$ cat src/rtl/iir_biquad_mc_pkg.sv
// ---------------------------------------------------------------------------
// iir_pkg
// Shared definitions for the multi-channel biquad filter: default geometry,
// width helpers and the per-channel history record.
// ---------------------------------------------------------------------------
package iir_pkg;

  localparam int NB_DEF   = 12;  // sample / coefficient width
  localparam int FRAC_DEF = 11;  // coefficient fractional bits (Q1.11)
  localparam int NCH_DEF  = 4;   // channel count

  // Accumulator width: 2*nb-bit products plus headroom for five taps.
  function automatic int acc_w(input int nb);
    return 2 * nb + 3;
  endfunction

  // Channel tag width, never narrower than one bit.
  function automatic int cw(input int nch);
    return (nch <= 2) ? 1 : $clog2(nch);
  endfunction

  // History of one channel at the default sample width.
  typedef struct packed {
    logic signed [NB_DEF-1:0] x1;
    logic signed [NB_DEF-1:0] x2;
    logic signed [NB_DEF-1:0] y1;
    logic signed [NB_DEF-1:0] y2;
  } hist_t;

endpackage

$ cat src/rtl/iir_biquad_mc_if.sv
// ---------------------------------------------------------------------------
// iir_biquad_mc_if
// Sample/coefficient bus between a stimulus source (master) and the filter
// (slave).
//   source -> filter : vIn, dIn, chIn, clrIn, ldCoef, b {b2,b1,b0}, a {a2,a1}
//   filter -> sink   : vOut, dOut, chOut, ovf, err
// ---------------------------------------------------------------------------
interface iir_biquad_mc_if
  import iir_pkg::*;
#(
  parameter int NB = NB_DEF,
  parameter int CW = cw(NCH_DEF)
);

  logic            vIn;
  logic [NB-1:0]   dIn;
  logic [CW-1:0]   chIn;
  logic            clrIn;
  logic            ldCoef;
  logic [3*NB-1:0] b;
  logic [2*NB-1:0] a;

  logic            vOut;
  logic [NB-1:0]   dOut;
  logic [CW-1:0]   chOut;
  logic            ovf;
  logic            err;

  modport master (
    output vIn, dIn, chIn, clrIn, ldCoef, b, a,
    input  vOut, dOut, chOut, ovf, err
  );

  modport slave (
    input  vIn, dIn, chIn, clrIn, ldCoef, b, a,
    output vOut, dOut, chOut, ovf, err
  );

endinterface

$ cat src/rtl/iir_biquad_mc_mac.sv
// ---------------------------------------------------------------------------
// iir_mac
// Combinational five-tap signed MAC for one biquad step:
//   y = (b0*x + b1*x1 + b2*x2 - a1*y1 - a2*y2) >>> FRAC
// truncated toward -inf, then reduced to NB bits.
// Build option SATURATE_EN: clamp to the NB-bit range and flag o_ovf;
// otherwise keep the low NB bits (wrap) and tie o_ovf low.
// Ports: i_x..i_y2 samples/history, i_b0..i_a2 coefficients,
//        o_y result, o_ovf clamp flag.
// ---------------------------------------------------------------------------
module iir_mac
  import iir_pkg::*;
#(
  parameter int NB   = NB_DEF,
  parameter int FRAC = FRAC_DEF
) (
  input  logic signed [NB-1:0] i_x,
  input  logic signed [NB-1:0] i_x1,
  input  logic signed [NB-1:0] i_x2,
  input  logic signed [NB-1:0] i_y1,
  input  logic signed [NB-1:0] i_y2,
  input  logic signed [NB-1:0] i_b0,
  input  logic signed [NB-1:0] i_b1,
  input  logic signed [NB-1:0] i_b2,
  input  logic signed [NB-1:0] i_a1,
  input  logic signed [NB-1:0] i_a2,
  output logic signed [NB-1:0] o_y,
  output logic                 o_ovf
);

  localparam int AW = acc_w(NB);

  logic signed [2*NB-1:0] w_p0, w_p1, w_p2, w_p3, w_p4;
  logic signed [AW-1:0]   w_acc;

  assign w_p0 = i_b0 * i_x;
  assign w_p1 = i_b1 * i_x1;
  assign w_p2 = i_b2 * i_x2;
  assign w_p3 = i_a1 * i_y1;
  assign w_p4 = i_a2 * i_y2;

  // Products are sign-extended before summing so the feedback subtraction
  // cannot wrap inside the accumulator.
  assign w_acc = AW'(w_p0) + AW'(w_p1) + AW'(w_p2) - AW'(w_p3) - AW'(w_p4);

`ifdef SATURATE_EN
  localparam logic signed [AW-1:0] Y_MAX = {{(AW-NB+1){1'b0}}, {(NB-1){1'b1}}};
  localparam logic signed [AW-1:0] Y_MIN = {{(AW-NB+1){1'b1}}, {(NB-1){1'b0}}};

  logic signed [AW-1:0] w_shift;
  assign w_shift = w_acc >>> FRAC;

  // NOTE: every output gets a default at the top of the block; a path that
  // skipped an assignment would infer a latch.
  always_comb begin
    o_y   = w_shift[NB-1:0];
    o_ovf = 1'b0;
    if (w_shift > Y_MAX) begin
      o_y   = Y_MAX[NB-1:0];
      o_ovf = 1'b1;
    end else if (w_shift < Y_MIN) begin
      o_y   = Y_MIN[NB-1:0];
      o_ovf = 1'b1;
    end
  end
`else
  // Wrap: the NB bits just above the fraction are the result.
  logic w_unused;
  assign w_unused = ^{w_acc[AW-1:FRAC+NB], w_acc[FRAC-1:0]};
  assign o_y      = w_acc[FRAC +: NB];
  assign o_ovf    = 1'b0;
`endif

endmodule

$ cat src/rtl/iir_biquad_mc.sv
// ---------------------------------------------------------------------------
// iir_biquad_mc
// Time-multiplexed multi-channel biquad. Each accepted sample selects one of
// NCH history sets by its channel tag; coefficients are shared and loaded by
// strobe. Single-cycle MAC, registered outputs (latency one edge).
// Build option: SATURATE_EN (clamp + ovf) vs. default wrap (ovf tied 0).
// Ports:
//   clk  - clock, all state on the rising edge
//   rst  - synchronous active-high reset, overrides everything
//   bus  - iir_biquad_mc_if.slave: vIn/dIn/chIn/clrIn/ldCoef/b/a in,
//          vOut/dOut/chOut/ovf/err out
// ---------------------------------------------------------------------------
module iir_biquad_mc
  import iir_pkg::*;
#(
  parameter int NB   = NB_DEF,
  parameter int FRAC = FRAC_DEF,
  parameter int NCH  = NCH_DEF
) (
  input  logic              clk,
  input  logic              rst,
  iir_biquad_mc_if.slave    bus
);

  localparam int CW = cw(NCH);

  typedef struct packed {
    logic signed [NB-1:0] x1;
    logic signed [NB-1:0] x2;
    logic signed [NB-1:0] y1;
    logic signed [NB-1:0] y2;
  } chan_hist_t;

  chan_hist_t      r_hist [NCH];
  logic [3*NB-1:0] r_b;
  logic [2*NB-1:0] r_a;

  logic            r_vout;
  logic [NB-1:0]   r_dout;
  logic [CW-1:0]   r_chout;
  logic            r_ovf;
  logic            r_err;

  logic              w_ch_ok;
  logic              w_accept;
  chan_hist_t        w_h;
  logic signed [NB-1:0] w_y;
  logic              w_ovf;

  // A full power-of-two channel space has no illegal tags.
  generate
    if (NCH == (1 << CW)) begin : g_ch_full
      assign w_ch_ok = 1'b1;
    end else begin : g_ch_range
      assign w_ch_ok = ({1'b0, bus.chIn} < (CW+1)'(NCH));
    end
  endgenerate

  assign w_accept = bus.vIn & w_ch_ok;

  // Clear takes effect before the sample is computed.
  assign w_h = bus.clrIn ? '0 : r_hist[bus.chIn];

  iir_mac #(
    .NB   (NB),
    .FRAC (FRAC)
  ) u_mac (
    .i_x   ($signed(bus.dIn)),
    .i_x1  (w_h.x1),
    .i_x2  (w_h.x2),
    .i_y1  (w_h.y1),
    .i_y2  (w_h.y2),
    .i_b0  ($signed(r_b[0*NB +: NB])),
    .i_b1  ($signed(r_b[1*NB +: NB])),
    .i_b2  ($signed(r_b[2*NB +: NB])),
    .i_a1  ($signed(r_a[0*NB +: NB])),
    .i_a2  ($signed(r_a[1*NB +: NB])),
    .o_y   (w_y),
    .o_ovf (w_ovf)
  );

  // NOTE: state is updated with non-blocking assignments only, so every
  // right-hand side sees the pre-edge value regardless of statement order.
  always_ff @(posedge clk) begin
    if (rst) begin
      r_b     <= '0;
      r_a     <= '0;
      r_vout  <= 1'b0;
      r_dout  <= '0;
      r_chout <= '0;
      r_ovf   <= 1'b0;
      r_err   <= 1'b0;
      // NOTE: the history is a small flop array, not a RAM, so it can and
      // must be cleared by reset; a RAM-mapped store could not be.
      for (int i = 0; i < NCH; i++) r_hist[i] <= '0;
    end else begin
      if (bus.ldCoef) begin
        r_b <= bus.b;
        r_a <= bus.a;
      end

      if (bus.clrIn) begin
        for (int i = 0; i < NCH; i++) r_hist[i] <= '0;
      end

      // Written after the clear loop so the accepted channel keeps its
      // fresh x1/y1 when both happen on the same edge.
      if (w_accept) begin
        r_hist[bus.chIn] <= chan_hist_t'{
          x1: $signed(bus.dIn),
          x2: w_h.x1,
          y1: w_y,
          y2: w_h.y1
        };
        r_dout  <= w_y;
        r_chout <= bus.chIn;
      end

      r_vout <= w_accept;
      r_ovf  <= w_accept & w_ovf;
      r_err  <= bus.vIn & ~w_ch_ok;
    end
  end

  assign bus.vOut  = r_vout;
  assign bus.dOut  = r_dout;
  assign bus.chOut = r_chout;
  assign bus.ovf   = r_ovf;
  assign bus.err   = r_err;

endmodule

$ cat src/flat_wrapper.sv
// flat-port wrapper written by rule: the top's interface ports become plain ports
module iir_biquad_mc_flat import iir_pkg::*;
#(
  parameter int NB   = NB_DEF,
  parameter int FRAC = FRAC_DEF,
  parameter int NCH  = NCH_DEF
)
  (clk, rst, bus_vIn, bus_dIn, bus_chIn, bus_clrIn, bus_ldCoef, bus_b, bus_a, bus_vOut, bus_dOut, bus_chOut, bus_ovf, bus_err);
  iir_biquad_mc_if #(.NB(NB), .CW((2))) bus_i ();
  input  logic clk;
  input  logic rst;
  input wire logic [$bits(bus_i.vIn)-1:0] bus_vIn;
  input wire logic [$bits(bus_i.dIn)-1:0] bus_dIn;
  input wire logic [$bits(bus_i.chIn)-1:0] bus_chIn;
  input wire logic [$bits(bus_i.clrIn)-1:0] bus_clrIn;
  input wire logic [$bits(bus_i.ldCoef)-1:0] bus_ldCoef;
  input wire logic [$bits(bus_i.b)-1:0] bus_b;
  input wire logic [$bits(bus_i.a)-1:0] bus_a;
  output wire logic [$bits(bus_i.vOut)-1:0] bus_vOut;
  output wire logic [$bits(bus_i.dOut)-1:0] bus_dOut;
  output wire logic [$bits(bus_i.chOut)-1:0] bus_chOut;
  output wire logic [$bits(bus_i.ovf)-1:0] bus_ovf;
  output wire logic [$bits(bus_i.err)-1:0] bus_err;
  assign bus_i.vIn = bus_vIn;
  assign bus_i.dIn = bus_dIn;
  assign bus_i.chIn = bus_chIn;
  assign bus_i.clrIn = bus_clrIn;
  assign bus_i.ldCoef = bus_ldCoef;
  assign bus_i.b = bus_b;
  assign bus_i.a = bus_a;
  assign bus_vOut = bus_i.vOut;
  assign bus_dOut = bus_i.dOut;
  assign bus_chOut = bus_i.chOut;
  assign bus_ovf = bus_i.ovf;
  assign bus_err = bus_i.err;
  iir_biquad_mc #(.NB(NB), .FRAC(FRAC), .NCH(NCH)) u_core (.clk(clk), .rst(rst), .bus(bus_i));
endmodule
$ cat config.mk
export PLATFORM = sky130hd
export DESIGN_NAME = iir_biquad_mc_flat
export DESIGN_NICKNAME = d
export VERILOG_FILES = /design/src/rtl/iir_biquad_mc_pkg.sv /design/src/rtl/iir_biquad_mc_if.sv /design/src/rtl/iir_biquad_mc_mac.sv /design/src/rtl/iir_biquad_mc.sv /design/src/flat_wrapper.sv
export SDC_FILE = /design/constraint.sdc
export NUM_CORES = 2
export LEC_CHECK = 0
export ABC_AREA = 1
export CAP_MARGIN = 5
export CORE_MARGIN = 3
export CORE_UTILIZATION = 40
export DETAILED_ROUTE_END_ITERATION = 7
export GPL_ROUTABILITY_DRIVEN = 0
export GPL_TIMING_DRIVEN = 0
export PLACE_DENSITY = 0.63
export SLEW_MARGIN = 20
export SYNTH_ARGS = -nofsm -noshare
export SYNTH_HDL_FRONTEND = slang
export SYNTH_SLANG_ARGS = --single-unit
$ cat constraint.sdc
create_clock -name clk -period 11.6 [get_ports clk]
set_input_delay 2.32 -clock clk [delete_from_list [all_inputs] [get_ports clk]]
set_output_delay 2.32 -clock clk [all_outputs]
set_load 0.01 [all_outputs]
# After elaboration in Yosys (flattened, before gate mapping)
# Memory sizes are Yosys's and may differ from the RTL's.
# Cells that the tools add are included.
word_totals:
  ff_bits: 75
  n_memories: 1
  ram_bits: 192
  word_cells: 32
memory_table:
  columns: ["memory", "depth", "width", "rd", "rd_ports_with_merged_regs", "write_ports", "line_no", "rtl"]
  rows:
  - ["u_core.r_hist", 4, 48, 1, 0, 5, "iir_biquad_mc.sv:34", "chan_hist_t r_hist [NCH];"]
classes:
  n_mul: 5
  n_mux: 13
  n_bitwise: 4
  add_sub_neg: 4
op_table:
  columns: ["operator", "count"]
  rows:
  - ["$mux W48", 5]
  - ["$mul A12 B12 Y23", 5]
  - ["$add A23 B23 Y23", 2]
  - ["$sub A23 B23 Y23", 2]
  - ["$mux W1", 8]
  - ["$or A1 B1 Y1", 4]

# Logic depth before layout (Yosys ltp)
# An unclocked memory read counts as a cell.
logic_depth:
  ltp_word: 7
  mapped_depth: 45
  depth_no_buf: 43

# By module
# From an unflattened synthesis, not the netlist that was laid out.
unflattened:
  hier_cells: 4737
  hier_area_um2: 40043.4
modules_own_cells:
  columns: ["module", "cells_per_inst", "seq_area_each_um2", "instances", "area_per_inst_um2"]
  rows:
  - ["iir_mac", 3490, 0.0, 1, 28798.9]
  - ["iir_biquad_mc", 1247, 7287.0, 1, 11244.5]

# Worst setup path before layout
# No wires, ideal clock.
synth_path:
  path_type: "input -> register"
  start: "input bus_chIn[1]"
  end: "memory u_core.r_hist[0][20] (netlist bit), data pin"
  setup_time_ns: 0.267
  required_time_ns: 11.333
  t_arrival_ns: 10.745
  setup_slack_ns: 0.588
  cell_stages: 33
  cell_sequence: "buf_4 inv_4 nor2_4 clkbuf_1 buf_1 a22oi_1 nand2_1 nand2_1 nor2_1 fa_1 inv_1 fa_1 fa_1 inv_1 fa_1 fa_1 fa_1 inv_1 fa_1 fa_1 fa_1 inv_1 fa_1 inv_1 ha_1 nand2_1 o21ai_0 a21oi_1 o21ai_0 nand2_1 nand2_1 xor2_1 nor2_1"
synth_lines:
  columns: ["item", "line_no", "rtl"]
  rows:
  - ["start: declaration", "flat_wrapper.sv:14", "input wire logic [$bits(bus_i.chIn)-1:0] bus_chIn;"]
  - ["end: declaration", "iir_biquad_mc.sv:34", null]

==> impl_metrics.py <==
metrics = {
    "setup_path": {
        "reg2reg_depth": 31,
        "slowest_delay_ns": 0.65,
        "rr_startpoint": "u_core.r_hist[0][23]$_SDFFCE_PN0P_",
        "cpMaxStageDelayCell": "clkdlybuf4s50_1",
        "cp.arrival_ns": 11.75,
        "cp_common_cell": "fa_1",
        "crit_path_start_kind": "primary input",
        "rrSetupSlack_ns": 2.55,
        "critPathCaptureType": "flip-flop",
        "critPathKind": "primary input to flip-flop",
        "worstPathRequired_ns": 11.94,
        "reg2reg_to": "u_core.r_hist[3][23]$_SDFFCE_PN0P_",
        "crit_fanout": 19,
    },
    "drt": {
        "drt_pass1_iterations": 6,
        "drtIter0Drc": 2263,
        "detailroute.wirelength.met3_mm": 11.1,
        "drc_errors": 0,
        "dr_total_vias": 27718,
        "ant_nets": 0,
        "top_layer": "met5",
        "wl_mm": 114,
        "wire_per_inst_um": 20.7,
        "met2WireLength_mm": 51.7,
        "met1_length_mm": 46.3,
        "viasPerCell": 5.01,
    },
    "clocking": {
        "cts_tree": "built",
        "hold_buffers": 0,
        "clkTransAtPathRegs_ns": 0.06,
        "clockRootBuffer": "clkbuf_16",
        "cts_buffers": 30,
        "clock_latency_ns": 0.61,
        "clock-sinks": 267,
        "htreeDepth": 1,
        "clock_path_buffers": 3,
    },
    "cells_and_area": {
        "area_delta_synth_final_pct": 10.9,
        "n_fill_cell": 9085,
        "nets": 5360,
        "drive_gt1_frac": 0.0508,
        "multiInputGateArea_um2": 26200,
        "regArea_um2": 7270,
        "finalInstanceArea_um2": 42100,
    },
    "min_path": {
        "min_delay_path_depth": 2,
        "hold_class": "flip-flop to flip-flop",
        "min_to": "u_core.bus.dOut[4]$_SDFFE_PP0P_",
        "min_from": "u_core.bus.dOut[4]$_SDFFE_PP0P_",
    },
    "placement": {
        "port_buffers": 92,
        "dpl_cell_area_um2": 40500,
        "dp_hpwl_mm": 98.7,
    },
    "sta": {
        "max_freq_mhz": 87.6,
        "finalCriticalPeriod_ns": 11.42,
        "min_period_over_period": 0.984,
        "fin_skew_ns": 0.0192,
        "hold_violations": 0,
        "tightestPinTransition_ns": 1.12,
        "setup_viol": 0,
        "relSlewSlack": 0.250,
        "drv_slew": 0,
    },
    "yosys": {
        "synth_compound_area_frac": 0.0375,
        "yosysTopAreaCell": "fa_1",
        "synth_top_family_by_area": "adder cells",
        "synth.avg_cell_area_um2": 9.24,
        "synth_common_cells": "1095 x inv_1, 826 x fa_1, 649 x nand2_1",
        "yosys.area_share.simple": 0.131,
        "synth_xor_area_frac": 0.0113,
        "synth.distinct_cells": 39,
        "synth_most_common_cell": "inv_1",
        "synth_seq_cells": 267,
        "synthFlopType": "edfxtp_1",
        "synth-edff-count": 192,
        "synthMuxAreaShare": 0,
        "synth_top_cell_area_share": 0.436,
        "syn_area_um2": 37900,
        "ys_top_cells_by_area": "fa_1 44%, edfxtp_1 15%, inv_1 11%",
        "synthCells": 4107,
        "yosysWarnings": 0,
        "ys_async_sr_fraction": 0,
        "ys_seq_area_frac": 0.192,
        "synth_adder_area_share": 0.504,
    },
    "floorplanning": {
        "die_y_um": 314,
        "die_w_um": 314,
        "rows": 112,
        "boundaryPins": 96,
        "core_area_um2": 93600,
        "dieArea_um2": 98600,
        "floorplan.initialDensity": 0.405,
    },
    "global_routing": {
        "grt_pass1_vias": 29337,
        "grt_max_degree": 41,
        "grt_remaining_overflow": 0,
        "grtUsageTotal": 0.238,
        "antenna_found_initial": 2,
        "grt_pass1_wl_mm": 176,
    },
    "status": {
        "status": "complete, no violations",
    },
    "run": {
        "maxCapViolations": 0,
    },
}
state kept, by name, indices dropped and copies added, names as in the netlist:
name              count
u_core.r_b           36
u_core.r_hist       192
u_core.bus.chOut      2
u_core.bus.dOut      12
u_core.bus.vOut       1
u_core.r_a           24
area by class of cell:
type	instances	share of cell area
clock buffer	41	0.0205
inverter	1114	0.100
timing repair inverter	1	0.000119
tap	1254	0.0373
timing repair buffer	114	0.0275
antenna	5	0.000298
sequential	267	0.173
clock inverter	14	0.00357
multi-input combinational	2586	0.623
buffer	136	0.0149
through the flow:
stage          setup slack [ns]  hold slack, ns   util  TNS [ns]  std cells
2_1_floorplan             0.588           0.456      -         0       4108
3_3_place_gp              -2.22           0.466  0.432   -102.91       5454
5_1_grt                -0.00178           0.510  0.449  -0.00178       5527
6_report                  0.185           0.480  0.449         0       5532
3_5_place_dp              -2.18           0.467  0.433   -102.71       5458
4_1_cts                0.000259           0.484  0.446         0       5517
placed cells by master (no fill, tap or decap), types with 68 or more instances in the layout:
| cell type | Yosys | layout |
|---|---|---|
| a21oi_1 | 75 | 71 |
| a22oi_1 | 78 | 78 |
| clkbuf_1 | 109 | 87 |
| clkdlybuf4s50_1 | 0 | 91 |
| dfxtp_1 | 75 | 75 |
| edfxtp_1 | 192 | 192 |
| fa_1 | 826 | 824 |
| ha_1 | 205 | 205 |
| inv_1 | 1095 | 1077 |
| nand2_1 | 649 | 624 |
| nor2_1 | 541 | 528 |
| o21ai_0 | 69 | 68 |
cell families (layout without fill, tap and decap cells):
group / after synthesis / count (layout)
other: 1 / 7
AO/OA/AOI/OAI: 238 / 238
adder cells (fa/ha/maj): 1031 / 1031
AND/OR/NAND/NOR: 1266 / 1266
flip-flops: 267 / 267
XOR/XNOR: 49 / 49
buffers and inverters: 1255 / 1420
how the worst max path moves through the flow:
stage / startpoint / to / cells after the start
global route: bus_clrIn / u_core.r_hist[1][23]$_SDFFCE_PN0P_ / 33
detailed placement: bus_clrIn / u_core.bus.dOut[8]$_SDFFE_PP0P_ / 33
finish: bus_clrIn / u_core.r_hist[3][23]$_SDFFCE_PN0P_ / 30
global placement: bus_clrIn / u_core.bus.dOut[8]$_SDFFE_PP0P_ / 33
floorplan: bus_chIn[1] / u_core.r_hist[0][20]$_SDFFCE_PN0P_ / 33
CTS: bus_chIn[0] / u_core.bus.dOut[4]$_SDFFE_PP0P_ / 33
what timing repair did:
action | 4_1_cts | 5_1_grt
pin swaps | 3 | 8
cloned | 0 | 1
hold endpoints to repair | 0 | 0
buffers inserted | 5 | 13
setup endpoints to repair | 60 | 37
gates resized for setup | 77 | 82
routing by layer:
layer,GRT usage,up-vias
met3,0.0515,240
met4,0.0865,4
met5,0,-
met1,0.322,14027
met2,0.379,1230
li1,-,12217
critical path: cells and delay by family:
family,cells,cell delay [ns]
compound gates,3,0.66
fa+ha+maj,11,5.48
buf+inv,9,2.11
simple gates,7,1.14
Power is not shown: default switching activity piles up to over one toggle a cycle in this logic, so the estimate is an artifact.
